**src/rtl/profile_gen_pkg.sv**
```systemverilog
// -----------------------------------------------------------------------------
// profile_gen_pkg
// Shared definitions for the cascaded-integrator motion profile generator:
// default chain depth, parameter-address field layout and the sweep state
// encoding used by profile_generator.
// -----------------------------------------------------------------------------
package profile_gen_pkg;

    localparam int N_STAGES_DEFAULT = 9;

    // param_addr layout: [INDEX_MSB:0] entry index, [7:BANK_LSB] bank
    localparam int INDEX_MSB = 4;
    localparam int BANK_LSB  = 5;
    localparam int IDX_W     = INDEX_MSB + 1;

    typedef enum logic [1:0] {
        CLEAR,
        IDLE,
        ADD_LO,
        ADD_HI
    } sweep_state_t;

endpackage

```
**src/rtl/pg_word_ram.sv**
```systemverilog
// -----------------------------------------------------------------------------
// pg_word_ram
// 32-bit x DEPTH register array with one synchronous write port and two
// combinational read ports. Reads of addresses at or beyond DEPTH return 0,
// writes to such addresses are dropped.
//
// Ports:
//   clk        in   clock
//   i_we       in   write enable
//   i_waddr    in   write address
//   i_wdata    in   write data
//   i_raddr_a  in   read port A address
//   o_rdata_a  out  read port A data
//   i_raddr_b  in   read port B address
//   o_rdata_b  out  read port B data
// -----------------------------------------------------------------------------
module pg_word_ram
    import profile_gen_pkg::*;
#(
    parameter int DEPTH = N_STAGES_DEFAULT
) (
    input  logic             clk,
    input  logic             i_we,
    input  logic [IDX_W-1:0] i_waddr,
    input  logic [31:0]      i_wdata,
    input  logic [IDX_W-1:0] i_raddr_a,
    output logic [31:0]      o_rdata_a,
    input  logic [IDX_W-1:0] i_raddr_b,
    output logic [31:0]      o_rdata_b
);

    localparam int               AW   = (DEPTH > 1) ? $clog2(DEPTH) : 1;
    localparam logic [IDX_W-1:0] LAST = IDX_W'(DEPTH - 1);

    logic [31:0] r_mem [DEPTH];

    always_ff @(posedge clk) begin
        if (i_we && (i_waddr <= LAST)) begin
            r_mem[i_waddr[AW-1:0]] <= i_wdata;
        end
    end

    assign o_rdata_a = (i_raddr_a <= LAST) ? r_mem[i_raddr_a[AW-1:0]] : '0;
    assign o_rdata_b = (i_raddr_b <= LAST) ? r_mem[i_raddr_b[AW-1:0]] : '0;

endmodule

```
**src/rtl/profile_generator.sv**
```systemverilog
// -----------------------------------------------------------------------------
// profile_generator
// Cascaded-integrator motion profile generator. N_STAGES signed 64-bit
// entries s[0..N_STAGES-1] are stored as low/high 32-bit words in two
// pg_word_ram instances. Each accepted acc_step runs a sweep
// s[i] <= s[i] + s[i+1] for i = 0 .. N_STAGES-2, two cycles per stage
// (low half with carry-out, then high half with carry-in). s[0] is published
// on pos when the sweep finishes.
//
// Optional build macro: PROFILE_GEN_OVERRUN_EN adds the sticky overrun flag.
//
// Ports:
//   clk             in   clock, rising edge
//   rst             in   synchronous active-high reset
//   acc_step        in   advance the profile one step (ignored while busy)
//   param_addr      in   [4:0] entry index, [7:5] bank (only bank 0 valid)
//   param_in        in   32-bit write data
//   param_write_lo  in   write bits 31:0 of the addressed entry
//   param_write_hi  in   write bits 63:32 (both set: sign-extended full write)
//   param_out       out  registered readback of the addressed entry
//   pos             out  s[0], updated when a sweep completes
//   busy            out  high during the clear sweep and step sweeps
//   overrun         out  (PROFILE_GEN_OVERRUN_EN only) acc_step seen while busy
// -----------------------------------------------------------------------------
module profile_generator
    import profile_gen_pkg::*;
#(
    parameter int N_STAGES = N_STAGES_DEFAULT
) (
    input  logic        clk,
    input  logic        rst,
    input  logic        acc_step,
    input  logic [7:0]  param_addr,
    input  logic [31:0] param_in,
    input  logic        param_write_lo,
    input  logic        param_write_hi,
    output logic [63:0] param_out,
    output logic [63:0] pos,
    output logic        busy
`ifdef PROFILE_GEN_OVERRUN_EN
    ,
    output logic        overrun
`endif
);

    localparam logic [IDX_W-1:0] LAST_IDX = IDX_W'(N_STAGES - 1);
    localparam logic [IDX_W-1:0] LAST_ADD = IDX_W'(N_STAGES - 2);

    sweep_state_t     r_state;
    logic [IDX_W-1:0] r_idx;
    logic             r_carry;
    logic [63:0]      r_pos_next;

    logic [IDX_W-1:0] w_index;
    logic [2:0]       w_bank;
    logic             w_addr_ok;
    logic             w_idle;
    logic             w_sweeping;
    logic             w_wr_acc;

    logic [IDX_W-1:0] w_raddr_a;
    logic [IDX_W-1:0] w_raddr_b;
    logic [31:0]      w_lo_a, w_lo_b, w_hi_a, w_hi_b;
    logic [32:0]      w_lo_sum;
    logic [31:0]      w_hi_sum;

    logic             w_we_lo, w_we_hi;
    logic [IDX_W-1:0] w_waddr;
    logic [31:0]      w_wdata_lo, w_wdata_hi;

    assign w_index    = param_addr[INDEX_MSB:0];
    assign w_bank     = param_addr[7:BANK_LSB];
    assign w_addr_ok  = (w_bank == 3'd0) && (w_index <= LAST_IDX);
    assign w_idle     = (r_state == IDLE);
    assign w_sweeping = (r_state == ADD_LO) || (r_state == ADD_HI);
    assign w_wr_acc   = w_idle && w_addr_ok && (param_write_lo || param_write_hi);

    // Port A serves host readback when idle and s[i] during a sweep;
    // port B always presents s[i+1], which is still its pre-step value
    // because the sweep walks upward from index 0.
    assign w_raddr_a = w_sweeping ? r_idx : w_index;
    assign w_raddr_b = r_idx + IDX_W'(1);

    assign w_lo_sum = {1'b0, w_lo_a} + {1'b0, w_lo_b};
    assign w_hi_sum = w_hi_a + w_hi_b + {31'd0, r_carry};

    always_comb begin
        w_we_lo    = 1'b0;
        w_we_hi    = 1'b0;
        w_waddr    = r_idx;
        w_wdata_lo = '0;
        w_wdata_hi = '0;
        case (r_state)
            CLEAR: begin
                w_we_lo = 1'b1;
                w_we_hi = 1'b1;
            end
            IDLE: begin
                w_waddr    = w_index;
                w_we_lo    = w_addr_ok && param_write_lo;
                w_we_hi    = w_addr_ok && param_write_hi;
                w_wdata_lo = param_in;
                // lo+hi together loads a sign-extended 32-bit value
                w_wdata_hi = param_write_lo ? {32{param_in[31]}} : param_in;
            end
            ADD_LO: begin
                w_we_lo    = 1'b1;
                w_wdata_lo = w_lo_sum[31:0];
            end
            ADD_HI: begin
                w_we_hi    = 1'b1;
                w_wdata_hi = w_hi_sum;
            end
            default: ;
        endcase
    end

    pg_word_ram #(.DEPTH(N_STAGES)) u_mem0 (
        .clk      (clk),
        .i_we     (w_we_lo),
        .i_waddr  (w_waddr),
        .i_wdata  (w_wdata_lo),
        .i_raddr_a(w_raddr_a),
        .o_rdata_a(w_lo_a),
        .i_raddr_b(w_raddr_b),
        .o_rdata_b(w_lo_b)
    );

    pg_word_ram #(.DEPTH(N_STAGES)) u_mem1 (
        .clk      (clk),
        .i_we     (w_we_hi),
        .i_waddr  (w_waddr),
        .i_wdata  (w_wdata_hi),
        .i_raddr_a(w_raddr_a),
        .o_rdata_a(w_hi_a),
        .i_raddr_b(w_raddr_b),
        .o_rdata_b(w_hi_b)
    );

    always_ff @(posedge clk) begin
        if (rst) begin
            r_state   <= CLEAR;
            r_idx     <= '0;
            busy      <= 1'b1;
            pos       <= '0;
            param_out <= '0;
        end else begin
            param_out <= w_addr_ok ? {w_hi_a, w_lo_a} : 64'd0;
            case (r_state)
                CLEAR: begin
                    if (r_idx == LAST_IDX) begin
                        r_state <= IDLE;
                        r_idx   <= '0;
                        busy    <= 1'b0;
                    end else begin
                        r_idx <= r_idx + IDX_W'(1);
                    end
                end
                IDLE: begin
                    if (acc_step) begin
                        r_state <= ADD_LO;
                        r_idx   <= '0;
                        busy    <= 1'b1;
                    end
                end
                ADD_LO: begin
                    r_carry <= w_lo_sum[32];
                    r_state <= ADD_HI;
                    if (r_idx == '0) begin
                        r_pos_next[31:0] <= w_lo_sum[31:0];
                    end
                end
                ADD_HI: begin
                    if (r_idx == '0) begin
                        r_pos_next[63:32] <= w_hi_sum;
                    end
                    if (r_idx == LAST_ADD) begin
                        r_state <= IDLE;
                        busy    <= 1'b0;
                        // With a two-entry chain stage 0 is also the last
                        // stage, so its high half is not yet in r_pos_next.
                        pos     <= (r_idx == '0) ? {w_hi_sum, r_pos_next[31:0]}
                                                 : r_pos_next;
                    end else begin
                        r_idx   <= r_idx + IDX_W'(1);
                        r_state <= ADD_LO;
                    end
                end
                default: r_state <= CLEAR;
            endcase
        end
    end

`ifdef PROFILE_GEN_OVERRUN_EN
    always_ff @(posedge clk) begin
        if (rst) begin
            overrun <= 1'b0;
        end else if (acc_step && busy) begin
            overrun <= 1'b1;
        end else if (w_wr_acc) begin
            overrun <= 1'b0;
        end
    end
`endif

endmodule

```
**config.mk**
```make
export PLATFORM = sky130hd
export DESIGN_NAME = profile_generator
export DESIGN_NICKNAME = d
export VERILOG_FILES = /design/src/rtl/profile_gen_pkg.sv /design/src/rtl/pg_word_ram.sv /design/src/rtl/profile_generator.sv
export SDC_FILE = /design/constraint.sdc
export NUM_CORES = 1
export LEC_CHECK = 0
export BUFFER_PORTS_ARGS = -buffer_cell sky130_fd_sc_hd__clkbuf_2
export CAP_MARGIN = 20
export CORE_UTILIZATION = 59
export DETAILED_ROUTE_END_ITERATION = 10
export MAX_ROUTING_LAYER = met4
export PLACE_DENSITY = 0.77
export SLEW_MARGIN = 20
export SYNTH_ARGS = -nofsm -noshare
export SYNTH_HDL_FRONTEND = slang
export SYNTH_HIERARCHICAL = 1
export SYNTH_SLANG_ARGS = --single-unit
```
**constraint.sdc**
```tcl
create_clock -name clk -period 11.2 [get_ports clk]
set_input_delay 0.56 -clock clk [delete_from_list [all_inputs] [get_ports clk]]
set_output_delay 0.56 -clock clk [all_outputs]
set_load 0.01 [all_outputs]
```
==> flow_summary.yaml <==
floorplanning:
  rows: 93
  initial_utilization_pct: 59.82
  core_um2: 64580
  die-area_um2: 66500
  ioPinCount: 174
  die_h_um: 257.9
  die_x_um: 257.9
sta:
  fmax_mhz: 133.2
  relSlewSlack_pct: 27.18
  finalSetupTns_ps: 0
  grt_setup_unrepaired: "no"
  final-setup-viol-count: 0
  final_max_slew_viol_count: 0
  post-route-period-util_pct: 67.02
  hold_violations: 0
  final.setup_skew_ps: 25.05
  period_needed_ps: 7507
  worst_pin_slew_ps: 1089
placed_design:
  port_buffers: 173
  gp_congestion: 0.9939
  dp_hpwl_um: 71060
  placed_cells: 3802
routing:
  route.detailed.drc: 0
  wl_um: 118100
  drt-wirelength-per-cell_um: 29.86
  vias: 27860
  first_pass_iters: 8
  ant_nets: 0
  via_per_inst: 7.044
  drtIter0Drc: 3963
worst_setup_path:
  cp-start-kind: "flip-flop"
  critPathMaxFanout: 50
  critPathKind: "flip-flop to flip-flop"
  r2r_slack_ps: 3690
  end_kind: "flip-flop"
  rr_worst_depth: 19
  rr_endpoint: "u_mem1/r_mem[2][30]$_DFFE_PP_"
  cp.arrival_ps: 7940
  cp.required_ps: 11640
  rr_startpoint: "r_state[0]$_SDFFE_PP0P_"
  cp-endpoint: "u_mem1/r_mem[2][30]$_DFFE_PP_"
  worstSetupStartpoint: "r_state[0]$_SDFFE_PP0P_"
synthesis:
  synth_ff_type: "edfxtp_1"
  ys_ff_latch: 777
  synth-edff-count: 641
  avgSynthCellArea_um2: 13.21
  syn_area_um2: 38630
  syn_nets: 3041
  ys_seq_area_share_pct: 56.87
  synthCells: 2925
  async_flop_share_pct: 0
  synth_cell_types: 82
  ys_warn_count: 6
clock_tree:
  clock_path_buffers: 3
  clockRootBuffer: "clkbuf_16"
  post_cts_buffers: 0
  clock-sinks: 777
  clock_latency_ps: 640
  cts_made_buffers: 81
  clk_pin_slew_worst_paths_ps: 60
  cts_hold_buf: 0
  cts_tree: "built"
  h-tree-depth: 3
  cts.repair.resized: 0
global_routing:
  grt_pass1_vias: 27448
  grt_overflow_total: 0
  grt_max_degree: 100
  antenna_found_initial: 1
  grt_first_pass_wirelength_um: 173400
  grt_use_total_pct: 36.35
power:
  leakage_nw: 15.69
  power.internal_mw: 6.731
  switchingPower_mw: 3.864
  pwr-share-seq_pct: 36.4
  netSwitchingFraction_pct: 36.47
  clockPowerShare_pct: 26.1
  p_comb_share_pct: 37.5
  power_mw: 10.60
  ir_drop_uv: 232.4
  power.density_nw_per_um2: 247.1
layout:
  final_cells: 3955
  fin_nets: 3146
  drive_above_1_share_pct: 20.24
  syn_to_final_growth_pct: 11.02
run_status:
  status: "finished, final reports clean"
worst_hold_path:
  hold_class: "input pin to flip-flop"
job:
  drv_cap: 0
[logic make-up after synthesis]
group           synth area share (%)
simple gates                   8.793
compound gates                 12.17
fa+ha+maj                      2.358
mux                            14.67
xor+xnor                       1.428
buf+inv                        3.705
flops                          56.87
[worst min path at each step]
stage | startpoint | end | slack, ps | cells past startpoint
final | acc_step | r_idx[4]$_SDFFE_PP0P_ | 420 | 4
after global routing | pos[21]$_SDFFE_PP0P_ | pos[21]$_SDFFE_PP0P_ | 480 | 2
after CTS | acc_step | r_idx[4]$_SDFFE_PP0P_ | 380 | 4
after detailed placement | pos[36]$_SDFFE_PP0P_ | pos[36]$_SDFFE_PP0P_ | 450 | 2
after global placement | pos[34]$_SDFFE_PP0P_ | pos[34]$_SDFFE_PP0P_ | 450 | 2
after floorplan | r_pos_next[0]$_DFFE_PP_ | pos[0]$_SDFFE_PP0P_ | 470 | 2
[cell usage after synthesis, types with 32 or more instances]
cell type	number	share of area, %
a21oi_1	229	3.0
dfxtp_1	136	7.0
mux2_2	70	2.0
nand2_1	261	2.5
nand3_1	33	0.43
a32o_1	74	1.9
a22oi_1	62	1.2
inv_1	50	0.49
a22o_1	46	1.0
ha_1	68	2.2
xnor2_1	32	0.73
and2_1	71	1.1
buf_2	39	0.51
clkbuf_1	111	1.1
buf_6	33	0.96
mux4_2	116	6.8
mux2i_1	164	4.2
o21ai_0	62	0.80
edfxtp_1	641	50
nand2b_1	93	1.5
a221oi_1	47	1.1
nor2_1	87	0.85
mux2_1	44	1.3
nor3_1	58	0.75
[flip-flops by register name, summed over array words and instances, names as in the netlist]
register	flops
busy	1
param_out	64
pos	64
r_carry	1
r_idx	5
r_pos_next	64
r_state	2
u_mem0/r_mem	288
u_mem1/r_mem	288
[layout by cell type, fill, tap and decap left out, types with 8 or more instances in the layout]
cell	synthesis	final
edfxtp_1	641	641
nand2_1	261	261
a21oi_1	229	229
clkbuf_2	0	172
mux2i_1	164	164
dfxtp_1	136	136
mux4_2	116	116
clkbuf_16	0	94
nand2b_1	93	93
a32o_1	74	74
and2_1	71	71
nor2_1	87	70
mux2_2	70	69
ha_1	68	66
a22oi_1	62	62
buf_4	20	62
o21ai_0	62	60
nor3_1	58	51
inv_1	50	49
a221oi_1	47	47
a22o_1	46	46
mux2_1	44	44
nand3_1	33	33
a21o_1	31	31
xor2_1	31	30
xnor2_1	32	30
nor2b_1	26	22
clkinv_2	0	22
clkbuf_1	111	18
nand4_1	14	14
nor2_4	0	14
a21boi_0	12	12
a211oi_1	10	10
a31oi_1	9	9
o31ai_1	8	8
and3_1	8	8
a311oi_1	8	8
clkbuf_8	0	8
[through the flow]
step | area [um^2] | utilization [%] | setup WS (ps) | hold slack (ps)
2_1_floorplan | 38630 | - | 5920 | 471.3
3_3_place_gp | 40110 | 62.11 | 4114 | 446.5
3_5_place_dp | 40110 | 62.11 | 3862 | 445.8
4_1_cts | 42880 | 66.40 | 3827 | 381.0
5_1_grt | 42880 | 66.41 | 3395 | 478.4
6_report | 42890 | 66.41 | 3693 | 415.1
[layout make-up]
class                   count  area (um^2)
fillers                  4514        21690
diodes                      2        5.005
multi-input cells        1883        15500
inverters                  50        195.2
clock inverters            31        244.0
clock buffers             120         2530
repair buffers            237         1371
well taps                 855         1070
flip-flops and latches    777        21970
[routing by layer]
metal | track usage (%) | up-vias | share of wire, %
li1 | - | 11517 | -
met1 | 45.98 | 13816 | 37
met2 | 55.26 | 2102 | 46
met3 | 7.322 | 425 | 11
met4 | 19.95 | 0 | 5.6
met5 | - | - | 0
[critical path, cell delays in order, from the launching register on]
cell and delay (ps):
dfxtp_1 390, inv_1 110, ha_1 530, nor2_1 690
nand2_1 200, o21ai_4 130, buf_4 780, buf_4 800
mux4_1 660, a22oi_1 200, a221oi_1 150, ha_1 510
nand2_1 80, o21bai_1 190, a211oi_1 110, a2111oi_2 590
o2111ai_1 270, o21ai_1 250, xor2_1 310, a22o_1 340
[power by group through the flow]
stage          Sequential [mW]  Combinational (mW)  Clock, mW
2_1_floorplan             3.87                2.71          0
3_3_place_gp              3.87                3.75          0
3_5_place_dp              3.91                3.81          0
4_1_cts                   3.85                3.84       2.78
5_1_grt                   3.88                4.14       2.89
6_report                  3.86                3.97       2.77
Power figures use the tool's default switching activity.
